<file path="src/rtl/mix_columns_seq_pkg.sv">
`default_nettype none
// ============================================================================
// Module : mix_columns_seq_pkg
// Desc   : AES byte/word/state types and GF(2^8) helpers for MixColumns.
// Rev    : 1.0
// ============================================================================
package mix_columns_seq_pkg;

  typedef logic [7:0]       t_byte;
  typedef t_byte [3:0]      t_word;   // word[r], r = row
  typedef t_word [3:0]      t_state;  // state[c][r], c = column

  function automatic t_byte xtime(input t_byte b);
    return {b[6:0], 1'b0} ^ (b[7] ? 8'h1B : 8'h00);
  endfunction

  function automatic t_byte mul3(input t_byte b);
    return xtime(b) ^ b;
  endfunction

endpackage
`default_nettype wire

</file>
<file path="src/rtl/mix_columns_seq_if.sv">
`default_nettype none
// ============================================================================
// Module : mix_columns_seq_if
// Desc   : valid/ready state bus into and out of the MixColumns stage.
// Rev    : 1.0
// ============================================================================
interface mix_columns_seq_if;
  import mix_columns_seq_pkg::*;

  logic   in_valid;
  logic   in_ready;
  t_state in_state;
  logic   in_last;
  logic   out_valid;
  logic   out_ready;
  t_state out_state;

  modport master (
    output in_valid, in_state, in_last, out_ready,
    input  in_ready, out_valid, out_state
  );

  modport slave (
    input  in_valid, in_state, in_last, out_ready,
    output in_ready, out_valid, out_state
  );

endinterface
`default_nettype wire

</file>
<file path="src/rtl/mix_columns_seq_mix_column_word.sv">
`default_nettype none
// ============================================================================
// Module : mix_column_word
// Desc   : Combinational MixColumns transform of one 4-byte column.
// Rev    : 1.0
// ============================================================================
module mix_column_word
  import mix_columns_seq_pkg::*;
(
  input  t_word in_word,
  output t_word out_word
);

  always_comb begin
    out_word[0] = xtime(in_word[0]) ^ mul3(in_word[1]) ^ in_word[2]        ^ in_word[3];
    out_word[1] = in_word[0]        ^ xtime(in_word[1]) ^ mul3(in_word[2]) ^ in_word[3];
    out_word[2] = in_word[0]        ^ in_word[1]        ^ xtime(in_word[2]) ^ mul3(in_word[3]);
    out_word[3] = mul3(in_word[0])  ^ in_word[1]        ^ in_word[2]        ^ xtime(in_word[3]);
  end

endmodule
`default_nettype wire

</file>
<file path="src/rtl/mix_columns_seq.sv">
`default_nettype none
// ============================================================================
// Module : mix_columns_seq
// Desc   : Column-serial AES MixColumns with valid/ready on both sides.
// Rev    : 1.0
// ============================================================================
module mix_columns_seq
  import mix_columns_seq_pkg::*;
#(
  parameter int COLS_PER_CYCLE = 1
) (
  input  logic           clk,
  input  logic           rst,
  mix_columns_seq_if.slave bus
);

  localparam int         PASSES     = 4 / COLS_PER_CYCLE;
  localparam logic [1:0] c_last_cnt = 2'(PASSES - 1);
  // For 4 columns per cycle this truncates to 0, harmless since col_cnt stays 0.
  localparam logic [1:0] c_n        = 2'(COLS_PER_CYCLE);

  localparam logic [1:0] c_idle = 2'd0;
  localparam logic [1:0] c_busy = 2'd1;
  localparam logic [1:0] c_done = 2'd2;

  logic [1:0] r_fsm;
  logic [1:0] r_col_cnt;
  t_state     r_state;

  logic [1:0] w_idx     [COLS_PER_CYCLE];
  t_word      w_mix_in  [COLS_PER_CYCLE];
  t_word      w_mix_out [COLS_PER_CYCLE];
  logic       w_load;

  for (genvar k = 0; k < COLS_PER_CYCLE; k++) begin : g_mix
    localparam logic [1:0] c_k = 2'(k);
    assign w_idx[k]    = r_col_cnt * c_n + c_k;
    assign w_mix_in[k] = r_state[w_idx[k]];
    mix_column_word u_mix (
      .in_word  (w_mix_in[k]),
      .out_word (w_mix_out[k])
    );
  end

  assign bus.in_ready  = !rst && ((r_fsm == c_idle) || ((r_fsm == c_done) && bus.out_ready));
  assign bus.out_valid = (r_fsm == c_done);
  assign bus.out_state = r_state;
  assign w_load        = bus.in_valid && bus.in_ready;

  always_ff @(posedge clk or posedge rst) begin
    if (rst) begin
      r_fsm     <= c_idle;
      r_col_cnt <= 2'd0;
      r_state   <= '0;
    end else if (w_load) begin
      // in_last only steers this branch; the choice persists as the FSM path.
      r_state   <= bus.in_state;
      r_col_cnt <= 2'd0;
      r_fsm     <= bus.in_last ? c_done : c_busy;
    end else begin
      case (r_fsm)
        c_idle: ;
        c_busy: begin
          for (int k = 0; k < COLS_PER_CYCLE; k++) begin
            r_state[w_idx[k]] <= w_mix_out[k];
          end
          if (r_col_cnt == c_last_cnt) begin
            r_col_cnt <= 2'd0;
            r_fsm     <= c_done;
          end else begin
            r_col_cnt <= r_col_cnt + 2'd1;
          end
        end
        c_done: if (bus.out_ready) r_fsm <= c_idle;
        default: r_fsm <= c_idle;
      endcase
    end
  end

endmodule
`default_nettype wire

</file>
<file path="src/flat_wrapper.sv">
// flat-port wrapper written by rule: the top's interface ports become plain ports
module mix_columns_seq_flat import mix_columns_seq_pkg::*;
#(
  parameter int COLS_PER_CYCLE = 1
)
  (clk, rst, bus_in_valid, bus_in_state, bus_in_last, bus_out_ready, bus_in_ready, bus_out_valid, bus_out_state);
  mix_columns_seq_if bus_i ();
  input  logic clk;
  input  logic rst;
  input wire logic [$bits(bus_i.in_valid)-1:0] bus_in_valid;
  input wire logic [$bits(bus_i.in_state)-1:0] bus_in_state;
  input wire logic [$bits(bus_i.in_last)-1:0] bus_in_last;
  input wire logic [$bits(bus_i.out_ready)-1:0] bus_out_ready;
  output wire logic [$bits(bus_i.in_ready)-1:0] bus_in_ready;
  output wire logic [$bits(bus_i.out_valid)-1:0] bus_out_valid;
  output wire logic [$bits(bus_i.out_state)-1:0] bus_out_state;
  assign bus_i.in_valid = bus_in_valid;
  assign bus_i.in_state = bus_in_state;
  assign bus_i.in_last = bus_in_last;
  assign bus_i.out_ready = bus_out_ready;
  assign bus_in_ready = bus_i.in_ready;
  assign bus_out_valid = bus_i.out_valid;
  assign bus_out_state = bus_i.out_state;
  mix_columns_seq #(.COLS_PER_CYCLE(COLS_PER_CYCLE)) u_core (.clk(clk), .rst(rst), .bus(bus_i));
endmodule
</file>
<file path="config.mk">
export PLATFORM = sky130hd
export DESIGN_NAME = mix_columns_seq_flat
export DESIGN_NICKNAME = d
export VERILOG_FILES = /design/src/rtl/mix_columns_seq_pkg.sv /design/src/rtl/mix_columns_seq_if.sv /design/src/rtl/mix_columns_seq_mix_column_word.sv /design/src/rtl/mix_columns_seq.sv /design/src/flat_wrapper.sv
export SDC_FILE = /design/constraint.sdc
export NUM_CORES = 1
export LEC_CHECK = 0
export CORE_MARGIN = 1
export CORE_UTILIZATION = 41
export DETAILED_ROUTE_END_ITERATION = 10
export GPL_ROUTABILITY_DRIVEN = 0
export PLACE_DENSITY = 0.89
export SYNTH_ARGS = -nofsm -noshare
export SYNTH_HDL_FRONTEND = slang
export SYNTH_SLANG_ARGS = --single-unit
</file>
<file path="constraint.sdc">
create_clock -name clk -period 4 [get_ports clk]
set_clock_uncertainty 0.15 [all_clocks]
set_input_delay 0.4 -clock clk [delete_from_list [all_inputs] [get_ports clk]]
set_output_delay 0.4 -clock clk [all_outputs]
set_load 0.02 [all_outputs]
</file>
==> run metrics <==
chip height ~140 µm; Detailed Place HPWL between 15 and 20 mm; Setup CP Type reg2reg; Finish-stage setup viols 0; Crit Reg-Reg Startpoint u_core.r_col_cnt[1]; crit-path max FO 26; Avg WL per Cell approximately 25 µm; PostCTS Resize Cnt 0; First DRT Iteration DRCs between 600 and 700; DR vias/cell ~6.2; Post-Route WL 26.9 mm; antenna viol nets, final 0; core box area between 15,000 and 20,000 µm²; H-tree depth 4; Sink Count between 100 and 150; worst skew pair latency between 400 and 500 ps; CTS root buf clkbuf_16; top post-synthesis cells by area dfrtp_1, a22oi_1, xnor3_1; Cells after Synth 572; worst slew pin tran 793 ps; nets between 900 and 1,000; FP Rows between 40 and 50; worst rel slew slack 47.0%; post-synth net total 709; reg-to-reg critical path endpoint u_core.bus.out_state[33]; Initial Util 42.3%; via count 6,624; Total GRT Usage 29.8%; CTS tree yes; Pre-Repair DR Iteration Count 5; Die X-Extent roughly 140 µm; worst-case reg-to-reg path depth 5; # diodes 0; pin count of the biggest net entering global routing 65; Synth warnings 0; DRC violations left 0; fin. max-slew vios 0; Die Area about 18,000 µm²; CTS Hold Buffers Added 0; CTS clock-pin slew for the worst setup and hold paths roughly 60 ps; CP endpoint kind flop; #FFs+latches synth about 130; syn avg cell area 12.9 µm²; Hold Path Class in2async; vias in the first global route a little under 7,000; GRT overflow 0; CP arrival approximately 3000 ps; area delta synth->final 47.5%; Distinct cells, synth 32; Setup Buffers After CTS 0; Highest Clock Rate roughly 350 MHz; clk buf depth 2; Final Critical Period approximately 2800 ps; post-synth top area share between 40 and 50%; initial antenna violation count 0; Worst EP required between 4000 and 5000 ps; Startpoint Class flop; num ports 263; RSZ-0062 raised after global routing no; reg2reg setup slack approximately 1200 ps; cts bufs inserted 17; Port Buffers between 200 and 300; share of layout cells above drive strength 1 11.5%; Final Hold Fails 0; Synth Cell Area 7360 µm²; post-synthesis sequential area ratio about 45%; outcome finished, final reports clean; Synth area leader dfrtp_1; first-pass GRT wire length about 40 mm; Max Cap Viol 0; setup TNS 0 ps; Final Cycle Share a little under three quarters
[routing by layer]
layer / vias to the layer above / share of wire (%) / global-route usage, %
met5: - / 0 / 0
met4: 0 / 3.3 / 12.8
met3: 88 / 8.3 / 6.34
met2: 479 / 51 / 50.1
met1: 3296 / 38 / 37.0
li1: 2761 / - / -
[layout make-up]
class	instances	area [µm²]
sequential	132	3310
fill	1340	6560
inverter	4	18.8
timing repair buffer	279	2780
clock inverter	12	153
tap	225	282
multi-input combinational	388	3870
clock buffer	20	457
[critical path, cell delays in order, from the launching register on]
cell     delay, ps
dfrtp_2        530
buf_4          420
mux4_2         480
xor3_1         510
xnor3_1        470
o21ai_0        170
[how the worst max path moves through the flow]
stage                        startpoint                   endpoint
global placement    u_core.r_col_cnt[0]   u_core.bus.out_state[33]
CTS                 u_core.r_col_cnt[1]   u_core.bus.out_state[33]
floorplan           u_core.r_col_cnt[0]  u_core.bus.out_state[111]
detailed placement        bus_out_ready   u_core.bus.out_state[17]
global route        u_core.r_col_cnt[0]   u_core.bus.out_state[33]
finish              u_core.r_col_cnt[1]   u_core.bus.out_state[33]
[synth_stat cells]
cell type and number:
nor2_1 1, inv_1 4, nand2_1 5, buf_4 3
clkbuf_1 40, and2_1 1, a22oi_1 128, and3b_1 1
a221o_1 1, nand3_1 2, xor2_1 12, buf_6 2
o21ai_1 29, xnor2_2 5, and3_1 1, buf_2 2
o31ai_1 2, o21ai_0 99, buf_8 1, o22ai_1 1
a31oi_1 1, xnor2_4 2, dfrtp_1 132, nor2b_1 2
ha_1 4, a32oi_1 3, xor3_1 7, nand2b_1 2
xor2_2 1, xnor2_1 11, mux4_2 32, xnor3_1 35
[metrics by stage]
step | instances | setup slack [ps] | hold slack [ps] | util, % | area (µm²)
floorplan | 572 | 1590 | 339 | - | 7370
global placement | 1028 | 1230 | 361 | 58.8 | 10200
detailed placement | 1028 | 1180 | 367 | 58.8 | 10200
CTS | 1060 | 1170 | 258 | 62.3 | 10900
global route | 1060 | 1040 | 298 | 62.3 | 10900
finish | 1060 | 1160 | 263 | 62.3 | 10900
[cell usage in the layout, fill, tap and decap left out, types with 11 or more instances in the layout]
cell type          n
a22oi_1          128
buf_4             15
clkbuf_16         17
clkdlybuf4s50_1  262
dfrtp_1          130
mux4_2            32
o21ai_0           99
o21ai_1           29
xnor2_1           11
xnor3_1           35
xor2_1            12
[state kept, by name, summed over array words and instances (netlist names)]
signal	count
u_core.bus.out_state	128
u_core.r_fsm	2
u_core.r_col_cnt	2
[kinds of logic (layout without fill, tap and decap cells)]
group                      Yosys count  in the layout  share of synthesized area [%]
and+or+nand+nor                     15             15                           1.07
DFF                                132            132                           44.9
AOI/OAI and AO/OA                  264            264                           22.6
muxes                               32             32                           9.79
adders and majority gates            4              4                          0.680
xor gates and xnor gates            73             73                           17.8
buffers and inverters               52            315                           3.19
Power is not shown: default switching activity piles up to over one toggle a cycle in this logic, so the estimate is an artifact.
